**src/rtl/rsa_pkg.sv**
```systemverilog
// Shared definitions for the modular-exponentiation controller.
//   - top_state_t : exponentiation sequencer states
//   - hs_state_t  : multiplier handshake states
//   - DEFAULT_WIDTH / DEFAULT_TIMEOUT_CYC : default parameter values
package rsa_pkg;

    localparam int DEFAULT_WIDTH       = 32;
    localparam int DEFAULT_TIMEOUT_CYC = 1024;

    typedef enum logic [2:0] {
        ST_IDLE,
        ST_PRE_B,
        ST_PRE_A,
        ST_SQR,
        ST_MUL,
        ST_POST,
        ST_FIN
    } top_state_t;

    typedef enum logic [1:0] {
        HS_IDLE,
        HS_ISSUE,
        HS_WAIT_HI,
        HS_WAIT_LO
    } hs_state_t;

endpackage

```
**src/rtl/mm_handshake.sv**
```systemverilog
// One Montgomery-multiplier transaction: ISSUE -> WAIT_HI -> WAIT_LO.
// Ports:
//   clk, rstn  : clock, asynchronous active-low reset
//   go         : request a multiplication (level; sampled while idle)
//   md_end     : multiplier completion level
//   mm_out     : multiplier result, valid while md_end is high
//   md_start   : one-cycle start pulse to the multiplier
//   ack        : one-cycle pulse once md_end has fallen again
//   cap_value  : mm_out captured on the first md_end high cycle
//   timeout    : one-cycle pulse when the wait budget is exhausted
module mm_handshake
    import rsa_pkg::*;
#(
    parameter int WIDTH       = DEFAULT_WIDTH,
    parameter int TIMEOUT_CYC = DEFAULT_TIMEOUT_CYC
) (
    input  logic             clk,
    input  logic             rstn,
    input  logic             go,
    input  logic             md_end,
    input  logic [WIDTH-1:0] mm_out,
    output logic             md_start,
    output logic             ack,
    output logic [WIDTH-1:0] cap_value,
    output logic             timeout
);

    localparam int CNT_W = $clog2(TIMEOUT_CYC + 1);
    // cnt_reg holds the number of cycles elapsed since md_start. Aborting
    // when it reaches TIMEOUT_CYC-1 puts the caller's FIN cycle exactly
    // TIMEOUT_CYC cycles after the md_start pulse.
    localparam logic [CNT_W-1:0] CNT_LAST = CNT_W'(TIMEOUT_CYC - 1);

    hs_state_t        state_reg, state_next;
    logic [CNT_W-1:0] cnt_reg, cnt_next;
    logic [WIDTH-1:0] cap_reg, cap_next;
    logic             expired;

    assign expired   = (cnt_reg >= CNT_LAST);
    assign cap_value = cap_reg;

    always_ff @(posedge clk or negedge rstn) begin
        if (!rstn) begin
            state_reg <= HS_IDLE;
            cnt_reg   <= '0;
            cap_reg   <= '0;
        end else begin
            state_reg <= state_next;
            cnt_reg   <= cnt_next;
            cap_reg   <= cap_next;
        end
    end

    always_comb begin
        state_next = state_reg;
        cnt_next   = cnt_reg;
        cap_next   = cap_reg;
        md_start   = 1'b0;
        ack        = 1'b0;
        timeout    = 1'b0;
        case (state_reg)
            HS_IDLE: begin
                // Never launch while the multiplier still reports done.
                if (go && !md_end) begin
                    state_next = HS_ISSUE;
                end
            end
            HS_ISSUE: begin
                md_start   = 1'b1;
                cnt_next   = CNT_W'(1);
                state_next = HS_WAIT_HI;
            end
            HS_WAIT_HI: begin
                if (md_end) begin
                    cap_next   = mm_out;
                    cnt_next   = cnt_reg + CNT_W'(1);
                    state_next = HS_WAIT_LO;
                end else if (expired) begin
                    timeout    = 1'b1;
                    state_next = HS_IDLE;
                end else begin
                    cnt_next = cnt_reg + CNT_W'(1);
                end
            end
            HS_WAIT_LO: begin
                if (!md_end) begin
                    ack        = 1'b1;
                    state_next = HS_IDLE;
                end else if (expired) begin
                    timeout    = 1'b1;
                    state_next = HS_IDLE;
                end else begin
                    cnt_next = cnt_reg + CNT_W'(1);
                end
            end
            default: state_next = HS_IDLE;
        endcase
    end

endmodule

```
**src/rtl/mod_exp_ctrl.sv**
```systemverilog
// Left-to-right square-and-multiply sequencer around one Montgomery
// multiplier: result = base^exponent mod modulus, with R = 2^len.
// Ports:
//   clk, rstn          : clock, asynchronous active-low reset
//   start              : one-cycle request, sampled only in IDLE
//   len, base, exponent, modulus, r2_mod : operation inputs, latched at start
//   busy, done, err    : status; done pulses once with result/err valid
//   result             : final value, held until the next accepted start
//   md_start, mm_len, mm_a, mm_b, mm_mod : multiplier request side
//   md_end, mm_out     : multiplier completion side
module mod_exp_ctrl
    import rsa_pkg::*;
#(
    parameter int WIDTH       = DEFAULT_WIDTH,
    parameter int TIMEOUT_CYC = DEFAULT_TIMEOUT_CYC
) (
    input  logic             clk,
    input  logic             rstn,
    input  logic             start,
    input  logic [7:0]       len,
    input  logic [WIDTH-1:0] base,
    input  logic [WIDTH-1:0] exponent,
    input  logic [WIDTH-1:0] modulus,
    input  logic [WIDTH-1:0] r2_mod,
    output logic             busy,
    output logic             done,
    output logic             err,
    output logic [WIDTH-1:0] result,
    output logic             md_start,
    output logic [7:0]       mm_len,
    output logic [WIDTH-1:0] mm_a,
    output logic [WIDTH-1:0] mm_b,
    output logic [WIDTH-1:0] mm_mod,
    input  logic             md_end,
    input  logic [WIDTH-1:0] mm_out
);

    localparam int               IDX_W   = (WIDTH > 1) ? $clog2(WIDTH) : 1;
    localparam logic [WIDTH-1:0] ONE     = WIDTH'(1);
    localparam logic [31:0]      WIDTH_U = 32'(WIDTH);

    top_state_t       state_reg, state_next;
    logic [7:0]       idx_reg, idx_next;
    logic [7:0]       len_reg, len_next;
    logic [WIDTH-1:0] base_reg, base_next;
    logic [WIDTH-1:0] exp_reg, exp_next;
    logic [WIDTH-1:0] mod_reg, mod_next;
    logic [WIDTH-1:0] r2_reg, r2_next;
    logic [WIDTH-1:0] acc_reg, acc_next;
    logic [WIDTH-1:0] base_m_reg, base_m_next;
    logic [WIDTH-1:0] result_reg, result_next;
    logic             err_reg, err_next;

    logic             op_active;
    logic             len_bad;
    logic             exp_bit;
    logic             hs_ack;
    logic             hs_timeout;
    logic [WIDTH-1:0] hs_cap;

    assign op_active = (state_reg == ST_PRE_B) || (state_reg == ST_PRE_A) ||
                       (state_reg == ST_SQR)   || (state_reg == ST_MUL)   ||
                       (state_reg == ST_POST);
    assign len_bad   = (len == 8'd0) || ({24'd0, len} > WIDTH_U);
    // idx_reg never exceeds WIDTH-1 once an operation is running.
    assign exp_bit   = exp_reg[idx_reg[IDX_W-1:0]];

    assign busy   = op_active;
    assign done   = (state_reg == ST_FIN);
    assign err    = err_reg;
    assign result = result_reg;
    assign mm_len = len_reg;

    mm_handshake #(
        .WIDTH       (WIDTH),
        .TIMEOUT_CYC (TIMEOUT_CYC)
    ) u_hs (
        .clk       (clk),
        .rstn      (rstn),
        .go        (op_active),
        .md_end    (md_end),
        .mm_out    (mm_out),
        .md_start  (md_start),
        .ack       (hs_ack),
        .cap_value (hs_cap),
        .timeout   (hs_timeout)
    );

    // Operands only change when the state or acc changes, which happens on
    // ack, i.e. after md_end has fallen, so they stay stable per operation.
    always_comb begin
        mm_a   = '0;
        mm_b   = '0;
        mm_mod = '0;
        case (state_reg)
            ST_PRE_B: begin mm_a = base_reg; mm_b = r2_reg;     mm_mod = mod_reg; end
            ST_PRE_A: begin mm_a = ONE;      mm_b = r2_reg;     mm_mod = mod_reg; end
            ST_SQR:   begin mm_a = acc_reg;  mm_b = acc_reg;    mm_mod = mod_reg; end
            ST_MUL:   begin mm_a = acc_reg;  mm_b = base_m_reg; mm_mod = mod_reg; end
            ST_POST:  begin mm_a = acc_reg;  mm_b = ONE;        mm_mod = mod_reg; end
            default:  ;
        endcase
    end

    always_ff @(posedge clk or negedge rstn) begin
        if (!rstn) begin
            state_reg  <= ST_IDLE;
            idx_reg    <= '0;
            len_reg    <= '0;
            base_reg   <= '0;
            exp_reg    <= '0;
            mod_reg    <= '0;
            r2_reg     <= '0;
            acc_reg    <= '0;
            base_m_reg <= '0;
            result_reg <= '0;
            err_reg    <= 1'b0;
        end else begin
            state_reg  <= state_next;
            idx_reg    <= idx_next;
            len_reg    <= len_next;
            base_reg   <= base_next;
            exp_reg    <= exp_next;
            mod_reg    <= mod_next;
            r2_reg     <= r2_next;
            acc_reg    <= acc_next;
            base_m_reg <= base_m_next;
            result_reg <= result_next;
            err_reg    <= err_next;
        end
    end

    always_comb begin
        state_next  = state_reg;
        idx_next    = idx_reg;
        len_next    = len_reg;
        base_next   = base_reg;
        exp_next    = exp_reg;
        mod_next    = mod_reg;
        r2_next     = r2_reg;
        acc_next    = acc_reg;
        base_m_next = base_m_reg;
        result_next = result_reg;
        err_next    = err_reg;
        case (state_reg)
            ST_IDLE: begin
                if (start) begin
                    len_next    = len;
                    base_next   = base;
                    exp_next    = exponent;
                    mod_next    = modulus;
                    r2_next     = r2_mod;
                    idx_next    = len - 8'd1;
                    err_next    = 1'b0;
                    result_next = '0;
                    if (len_bad) begin
                        err_next   = 1'b1;
                        state_next = ST_FIN;
                    end else begin
                        state_next = ST_PRE_B;
                    end
                end
            end
            ST_PRE_B: begin
                if (hs_ack) begin
                    base_m_next = hs_cap;
                    state_next  = ST_PRE_A;
                end
            end
            ST_PRE_A: begin
                if (hs_ack) begin
                    acc_next   = hs_cap;
                    state_next = ST_SQR;
                end
            end
            ST_SQR: begin
                if (hs_ack) begin
                    acc_next = hs_cap;
                    if (exp_bit) begin
                        state_next = ST_MUL;
                    end else if (idx_reg == 8'd0) begin
                        state_next = ST_POST;
                    end else begin
                        idx_next = idx_reg - 8'd1;
                    end
                end
            end
            ST_MUL: begin
                if (hs_ack) begin
                    acc_next = hs_cap;
                    if (idx_reg == 8'd0) begin
                        state_next = ST_POST;
                    end else begin
                        idx_next   = idx_reg - 8'd1;
                        state_next = ST_SQR;
                    end
                end
            end
            ST_POST: begin
                if (hs_ack) begin
                    result_next = hs_cap;
                    state_next  = ST_FIN;
                end
            end
            ST_FIN:  state_next = ST_IDLE;
            default: state_next = ST_IDLE;
        endcase
        // A stalled multiplier aborts whichever operation is in flight.
        if (op_active && hs_timeout) begin
            err_next    = 1'b1;
            result_next = '0;
            state_next  = ST_FIN;
        end
    end

endmodule

```
**config.mk**
```make
export PLATFORM = sky130hd
export DESIGN_NAME = mod_exp_ctrl
export DESIGN_NICKNAME = d
export VERILOG_FILES = /design/src/rtl/rsa_pkg.sv /design/src/rtl/mm_handshake.sv /design/src/rtl/mod_exp_ctrl.sv
export SDC_FILE = /design/constraint.sdc
export NUM_CORES = 1
export LEC_CHECK = 0
export ABC_AREA = 1
export CAP_MARGIN = 30
export CORE_MARGIN = 4
export CORE_UTILIZATION = 45
export CTS_CLUSTER_DIAMETER = 50
export DETAILED_ROUTE_END_ITERATION = 8
export PLACE_DENSITY = 0.73
export SLEW_MARGIN = 0
export SYNTH_ARGS = -nofsm -noshare
export SYNTH_HDL_FRONTEND = slang
export SYNTH_SLANG_ARGS = --single-unit
```
**constraint.sdc**
```tcl
create_clock -name clk -period 2 [get_ports clk]
set_input_delay 0.3 -clock clk [delete_from_list [all_inputs] [get_ports clk]]
set_output_delay 0.3 -clock clk [all_outputs]
set_load 0.02 [all_outputs]
```
==> results list, run 1 <==
* Result of the run: finished with violations
- The checks that failed: negative setup slack.
* Flops & latches, synth: 289
* HPWL after detailed placement: a little over 30,000 um
- Net Sw Power: 0.0159 W
* Count of placed standard cells including taps: 2,277
* Slew at the pin with the worst max-slew slack: 0.538 ns
- P_int: 0.0214 W
- Relative slew margins: around 64%
- TritonCTS built the clock tree.
- The final route contains 12,700 vias.
- Cells taking the most area after synthesis: sky130_fd_sc_hd__dfrtp_1 (55%), sky130_fd_sc_hd__nand2_1 (13%), sky130_fd_sc_hd__o21ai_0 (8.5%), sky130_fd_sc_hd__inv_1 (6.7%), sky130_fd_sc_hd__a211oi_1 (1.9%)
- Post-layout minimum cycle time: 2.34 ns
- The first global-routing pass estimated 65,500 um of wire.
- The detail route stage leaves a number of antenna-violating nets equal to 0.
* Synth top cells by count: sky130_fd_sc_hd__nand2_1 (458), sky130_fd_sc_hd__dfrtp_1 (289), sky130_fd_sc_hd__inv_1 (233)
- The floorplan step defined a die boundary enclosing about 32,000 um2.
- For this configuration, the core starts out at a cell density of between 40% and 50%.
- The later pin in the worst-skew pair is clocked with a latency of 0.52 ns.
- R2R Setup Slk: -0.08 ns
- Synthesis instantiated 36 different standard cells from the library.
* Final routed DRC violation total: 0
- Leakage Power: 9.50 nW
- The worst register-to-register path begins at state_reg[0]$_DFFE_PN0P_.
* Cell with the most instances after synthesis: sky130_fd_sc_hd__nand2_1
* Worst r2r dst: idx_reg[7]$_DFFE_PN0P_
- Summed over all layers, the routed wires come to about 46,000 um.
- Worst Setup End Kind: primary output
* Area fraction of the dominant cell type after synthesis: a little under three fifths
- Die width: 178 um
- Number of standard cells in the final layout excluding fillers: 2,398
* Chip Height: 178 um
- Number of cells traversed by the worst register-to-register path: 14
* Number of cells on the worst hold path: 3
- Entering global routing, the biggest net connects 71 pins.
- Share of the clock period used by the worst path after layout: 117%
- Arr. time, crit path: between 2 and 2.5 ns
- Async SR Flop Fraction: between 90% and 100%
* Max Slew Vio Count: 0
* Synthesized area per cell: approximately 8 um2
- Fill count: 2,062
- Wire length per cell: 19.3 um
- Final count of hold timing violations: 0
- Share of post-route cells with drive strength above 1: approximately 23%
- Routability congestion estimate from global placement: 0.949
- Syn Std Cell Area: 13,100 um2
- Of all cell types, the one taking the most synthesized area is sky130_fd_sc_hd__dfrtp_1.
- The worst setup path is launched from a flop.
- Root Buffer Master: sky130_fd_sc_hd__clkbuf_16
- Highest fanout seen on the critical path: 5
- Core box area: 28,700 um2
- IR analysis of the VDD net gives a maximum drop of 1.25 mV.
- Global routing consumed, over all layers together, 26.3% of the routing resources.
- Via count of the first global-routing pass: 11,900
- The detailed router finished its first iteration with between 1,000 and 1,500 violations.
- Net count, final: 2,159
- In this run the core area contains between 60 and 70 standard-cell rows.
- The H-tree generated during clock tree synthesis spans 2 levels.
* Min-delay src: exponent[25]
- Synthesis produced a netlist with a net count of 1,760.
* Number of flops mapped to enable cells by yosys: 0
* Setup slack of the critical path after layout: -0.339 ns
- From synthesis to final layout, the design area changed by 54.6%.
* Clk buf depth: 3
* Highest Clock Rate: roughly 430 MHz
- Aggregate global routing overflow: 0
* Number of antenna violations at the first check in global routing: 6
* Via density: 5.31
* Worst clock skew on the final layout: 0.0269 ns
* Clock-pin transition on the worst setup and hold timing paths: 0.06 ns
- Sequential cells burn 27.8% of the power.
* Top-level I/O count: 312
- The tool flagged a number of max-cap violations equal to 0.
- Share of synthesized area occupied by flip-flops and latches: between 50% and 60%
- Endpoints failing setup: approximately 120
- Among all flip-flop cells after synthesis, the most frequent one is sky130_fd_sc_hd__dfrtp_1.
* Number of detailed-route iterations in the first pass: 6
- Post-layout total power: 0.0373 W
- End point of the worst hold path: exp_reg[25]$_DFFE_PN0P_
- For this design the ratio of total power to cell area is 1850 nW/um2.
- Synthesis handed over a netlist of 1,586 instances.
- Of the total power, the share spent switching nets is 42.6%.
- CTS sink cnt: between 200 and 300
* Proportion of power drawn by the clock network: 16.6%
* Total number of yosys warnings: 0
- Logic pwr share: around 56%
- Worst Path Class, Setup: flop to primary output
- Data required time of the critical path: 1.70 ns
- IO Port Bufs: 311
* Setup repair after global routing missed its margin: yes
- Type of the most critical hold path: input port to flop
- Number of clock buffers inserted by TritonCTS: 34
[critical path, stage by stage (launching register included)]
cell and delay [ns]:
sky130_fd_sc_hd__dfrtp_1 0.41, sky130_fd_sc_hd__inv_4 0.13, sky130_fd_sc_hd__nand3_4 0.13, sky130_fd_sc_hd__buf_6 0.17
sky130_fd_sc_hd__bufbuf_16 0.26, sky130_fd_sc_hd__o221ai_1 0.22, sky130_fd_sc_hd__buf_4 0.19
[kinds of logic after synthesis]
family	count (synthesis)	synth area share, %
AND/OR/NAND/NOR	583	17.7
AO/OA/AOI/OAI	387	16.9
buffers and inverters	320	9.52
flip-flops	289	55.4
XOR/XNOR	5	0.335
adder cells (fa/ha/maj)	2	0.192
[per-layer routing]
metal	global-route usage [%]	part of all wire, %
met5	0	0.058
met4	10.3	4.5
met1	36.1	41
met2	40.4	46
met3	6.53	7.9
[power groups by stage]
| stage | Combinational [W] | Sequential (W) | Clock (W) |
|---|---|---|---|
| 2_1_floorplan | 0.00830 | 0.0103 | 0 |
| 6_report | 0.0207 | 0.0104 | 0.00621 |
| 5_1_grt | 0.0222 | 0.0107 | 0.00656 |
| 3_5_place_dp | 0.0158 | 0.0102 | 0 |
| 4_1_cts | 0.0168 | 0.0102 | 0.00633 |
| 3_3_place_gp | 0.0155 | 0.0102 | 0 |
[layout make-up]
type | instances | area (um2) | area share (%)
clock inverters | 14 | 174 | 0.861
multi-input cells | 977 | 5570 | 27.6
inverters | 235 | 912 | 4.52
clock buffers | 46 | 957 | 4.74
flip-flops and latches | 289 | 7240 | 35.8
repair buffers | 447 | 4850 | 24.0
diodes | 5 | 12.5 | 0.0619
well taps | 384 | 480 | 2.38
repair inverters | 1 | 5.00 | 0.0248
[what timing repair did]
item	4_1_cts	5_1_grt
hold endpoints to repair	54	0
pin swaps	9	34
setup buffers	9	35
resized for setup	540	249
setup endpoints to repair	104	155
hold buffers	1	0
gates cloned	6	10
[stage by stage]
stage          hold slack (ns)  area (um2)  setup WS (ns)  utilization [%]  setup TNS [ns]
2_1_floorplan          0.00441       13100         0.0641                -               0
3_3_place_gp             0.284       17200         -0.317             59.8          -11.43
3_5_place_dp             0.285       17200         -0.349             59.8          -15.99
4_1_cts                  0.307       18700         -0.294             65.1          -17.10
5_1_grt                  0.324       20200         -0.405             70.4          -33.80
6_report                 0.321       20200         -0.339             70.4          -26.26
[worst max-delay path by stage]
stage	start	to	slack [ns]	cells after the start
2_1_floorplan	state_reg[2]$_DFFE_PN0P_	mm_b[0]	0.06	6
3_3_place_gp	state_reg[2]$_DFFE_PN0P_	mm_b[20]	-0.32	7
3_5_place_dp	state_reg[2]$_DFFE_PN0P_	mm_b[20]	-0.35	7
4_1_cts	state_reg[0]$_DFFE_PN0P_	mm_b[7]	-0.29	7
5_1_grt	state_reg[1]$_DFFE_PN0P_	mm_a[29]	-0.41	7
6_report	state_reg[2]$_DFFE_PN0P_	mm_b[4]	-0.34	6
[layout by cell type (no fill, tap or decap), types with 18 or more instances in the layout]
| master | instances |
|---|---|
| sky130_fd_sc_hd__buf_12 | 33 |
| sky130_fd_sc_hd__nor2_4 | 32 |
| sky130_fd_sc_hd__nand2_4 | 18 |
| sky130_fd_sc_hd__clkbuf_16 | 44 |
| sky130_fd_sc_hd__buf_6 | 76 |
| sky130_fd_sc_hd__buf_4 | 87 |
| sky130_fd_sc_hd__nor2_1 | 21 |
| sky130_fd_sc_hd__inv_1 | 223 |
| sky130_fd_sc_hd__nand3_1 | 31 |
| sky130_fd_sc_hd__nand2_1 | 427 |
| sky130_fd_sc_hd__dfrtp_1 | 285 |
| sky130_fd_sc_hd__clkdlybuf4s50_1 | 211 |
| sky130_fd_sc_hd__a211oi_2 | 22 |
| sky130_fd_sc_hd__o22ai_1 | 22 |
| sky130_fd_sc_hd__a21oi_1 | 46 |
| sky130_fd_sc_hd__o21ai_0 | 215 |
| sky130_fd_sc_hd__buf_2 | 18 |
(Power assumes the default switching activity.)
==> inputs of run 2 (changes only) <==
CTS_CLUSTER_SIZE = 10   (was unset)
==> run 2 against run 1 <==
The run still ends with negative setup slack left; routed wire length up 2.0%; cell count down 0.33%; flip-flop and latch count is the same; cell area barely moved; largest power group unchanged; utilization increased by 0.065 points; global-route usage is 0.85 points lower; first-iteration DRC count shrank 4.1%; non-clock buffer count is 4 lower; sequential share of layout area about the same; largest cell class unchanged; die area unchanged; clock power increased by 3%.
==> results list, run 2 (synthesized netlist as in run 1, its figures left out) <==
- The run finished, with violations left.
* Failing checks: negative setup slack
- Number of placement rows: 62
* Wirelength, routed: 47,200 um
* Net count, final: 2,161
* Most frequent standard cell in the layout excluding fill and tap cells: sky130_fd_sc_hd__nand2_1
* HPWL after detailed placement: 30,300 um
* Final routed DRC violation total: 0
- The clock drives 289 sinks.
* Die ar.: approximately 32,000 um2
* Root Buffer Master: sky130_fd_sc_hd__clkbuf_16
* Final count of hold timing violations: 0
- Clock-pin transition on the worst setup and hold timing paths: 0.05 ns
- The number of clock buffers added by TritonCTS is 38.
- P_int: approximately 0.022 W
- Worst hold-check slack: 0.322 ns
- The first routing iteration left around 1,100 violations.
- Via count of the first global-routing pass: 11,600
- Vias: 12,800
- Signal routing reaches up to met5.
- Counting cells, the worst reg-to-reg path comes to 11.
- Highest fanout seen on the critical path: 5
* Post-layout minimum cycle time: 2.31 ns
* Number of detailed-route iterations in the first pass: 8
* Share of post-route cells with drive strength above 1: 23.9%
- Global routing used 25.4% of the available tracks.
* Max Slew Vio Count: 0
- CTS tree: yes
* Aggregate global routing overflow: 0
* Number of antenna violations at the first check in global routing: 8
* Die width: 178 um
- Data required time of the critical path: about 1.7 ns
* Max_cap viols: 0
* Endpoints failing setup: 210
- Final antenna-violating net count: 0
* Leakage Power: 9.40 nW
- The clock network accounts for roughly 17% of the total power.
- Buffers placed on the I/O ports in this run total 311.
- Highest Clock Rate: 433 MHz
- STA classifies the critical path startpoint as a flop.
- For the pin with the worst max-slew slack, the measured transition is 0.546 ns.
* Net Sw Power: 0.0159 W
- Top-level I/O count: 312
- Logic pwr share: 55.2%
- Setup repair after global routing could not meet its margin everywhere.
* Routability congestion estimate from global placement: 0.949
- Seq pwr share: 27.8%
- Clock latency on the worst-skew pair, taken at its later pin, is 0.51 ns.
- After floorplanning, the core was sized to cover 28,700 um2.
- CTS built an H-tree with a depth of 2.
- Worst VDD drop: 1.01 mV
* Arr. time, crit path: 2.01 ns
- Metal1 wirelength: 18,800 um
* Worst clock skew on the final layout: 0.0189 ns
- Layout-stage area growth over the synthesis result: 54.8%
- Commonest cells after routing, fill and taps aside: sky130_fd_sc_hd__nand2_1 (424), sky130_fd_sc_hd__dfrtp_1 (286), sky130_fd_sc_hd__inv_1 (221), sky130_fd_sc_hd__o21ai_0 (213), sky130_fd_sc_hd__clkdlybuf4s50_1 (211)
- In the final routed layout, each cell accounts on average for 19.7 um.
- Setup slack of the critical path after layout: -0.311 ns
- Detail Route met2 WL: roughly 22,000 um
- Power Dens Cells: 1850 nW/um2
* Via density: roughly 5.3
- Post-placement setup slack: -0.349 ns
- Chip Height: 178 um
* Share of the clock period used by the worst path after layout: 116%
- Entering global routing, the biggest net connects between 70 and 80 pins.
- Counting along the longest clock path gives a buffer depth of 3.
- Met3 WL: 3950 um
* Relative slew margins: 63.6%
- Worst Path Class, Setup: flop to primary output
- The initial utilization of the core area, before any placement, comes to a little under half.
* Type of the most critical hold path: input port to asynchronous set/reset pin
- Wire length of the first global-routing pass: 63,600 um
- STA classifies the critical path endpoint as a primary output.
- Sw Ratio: a little over two fifths
-- run 2: layout make-up --
type                       count  area [um2]
timing repair inverter         1        5.00
sequential                   289        7240
inverter                     235         916
timing repair buffer         443        4780
clock buffer                  44        1010
multi-input combinational    979        5640
clock inverter                 9         131
antenna                        6        15.0
tap                          384         480
fill                        2108        8480
-- run 2: path summary, 6_finish.rpt --
path / slack, ns / endpoint / start
hold reg to reg: 0.47 / mm_len[0]$_DFFE_PN0P_ / mm_len[0]$_DFFE_PN0P_
setup / recovery: -0.31 / mm_b[24] / state_reg[2]$_DFFE_PN0P_
min in group clk: 0.33 / exp_reg[19]$_DFFE_PN0P_ / exponent[19]
setup reg to reg: -0.24 / result[18]$_DFFE_PN0P_ / state_reg[2]$_DFFE_PN0P_
max in group asynchronous: 0.96 / base_m_reg[7]$_DFFE_PN0P_ / rstn
hold / removal: 0.32 / mod_reg[19]$_DFFE_PN0P_ / rstn
-- run 2: timing repair --
action,CTS,global route
hold endpoints to repair,54,0
gates cloned,3,16
buffers inserted,1,35
hold buffers,1,0
setup endpoints to repair,104,153
gates resized for setup,450,370
pin swaps,3,36
-- run 2: through the flow --
| step | area (um2) | instances | setup TNS, ns | utilization, % | power [W] |
|---|---|---|---|---|---|
| after floorplan | 13100 | 1586 | 0 | - | 0.0186 |
| after global placement | 17200 | 2277 | -11.43 | 59.8 | 0.0257 |
| after detailed placement | 17200 | 2277 | -15.99 | 59.8 | 0.0260 |
| after CTS | 18300 | 2335 | -21.32 | 63.7 | 0.0325 |
| after global routing | 20200 | 2390 | -49.46 | 70.4 | 0.0395 |
| final | 20200 | 2390 | -31.57 | 70.4 | 0.0374 |
-- run 2: critical path, cell delays in order, from the launching register on --
cell and delay [ns]:
sky130_fd_sc_hd__dfrtp_1 0.41, sky130_fd_sc_hd__inv_4 0.13, sky130_fd_sc_hd__nand3_4 0.17, sky130_fd_sc_hd__buf_12 0.18
sky130_fd_sc_hd__buf_12 0.13, sky130_fd_sc_hd__buf_8 0.13, sky130_fd_sc_hd__o221ai_4 0.19, sky130_fd_sc_hd__buf_6 0.16
-- run 2: power by group through the flow --
stage	Clock (W)	Combinational [W]	Sequential, W
floorplan	0	0.00830	0.0103
global placement	0	0.0155	0.0102
detailed placement	0	0.0158	0.0102
CTS	0.00648	0.0158	0.0102
global route	0.00670	0.0221	0.0107
finish	0.00639	0.0206	0.0104
-- run 2: layer usage --
metal | GRT usage (%) | vias to the layer above
li1 | - | 5908
met1 | 35.4 | 6126
met2 | 38.6 | 607
met3 | 6.21 | 129
met4 | 10.0 | 4
met5 | 0 | -
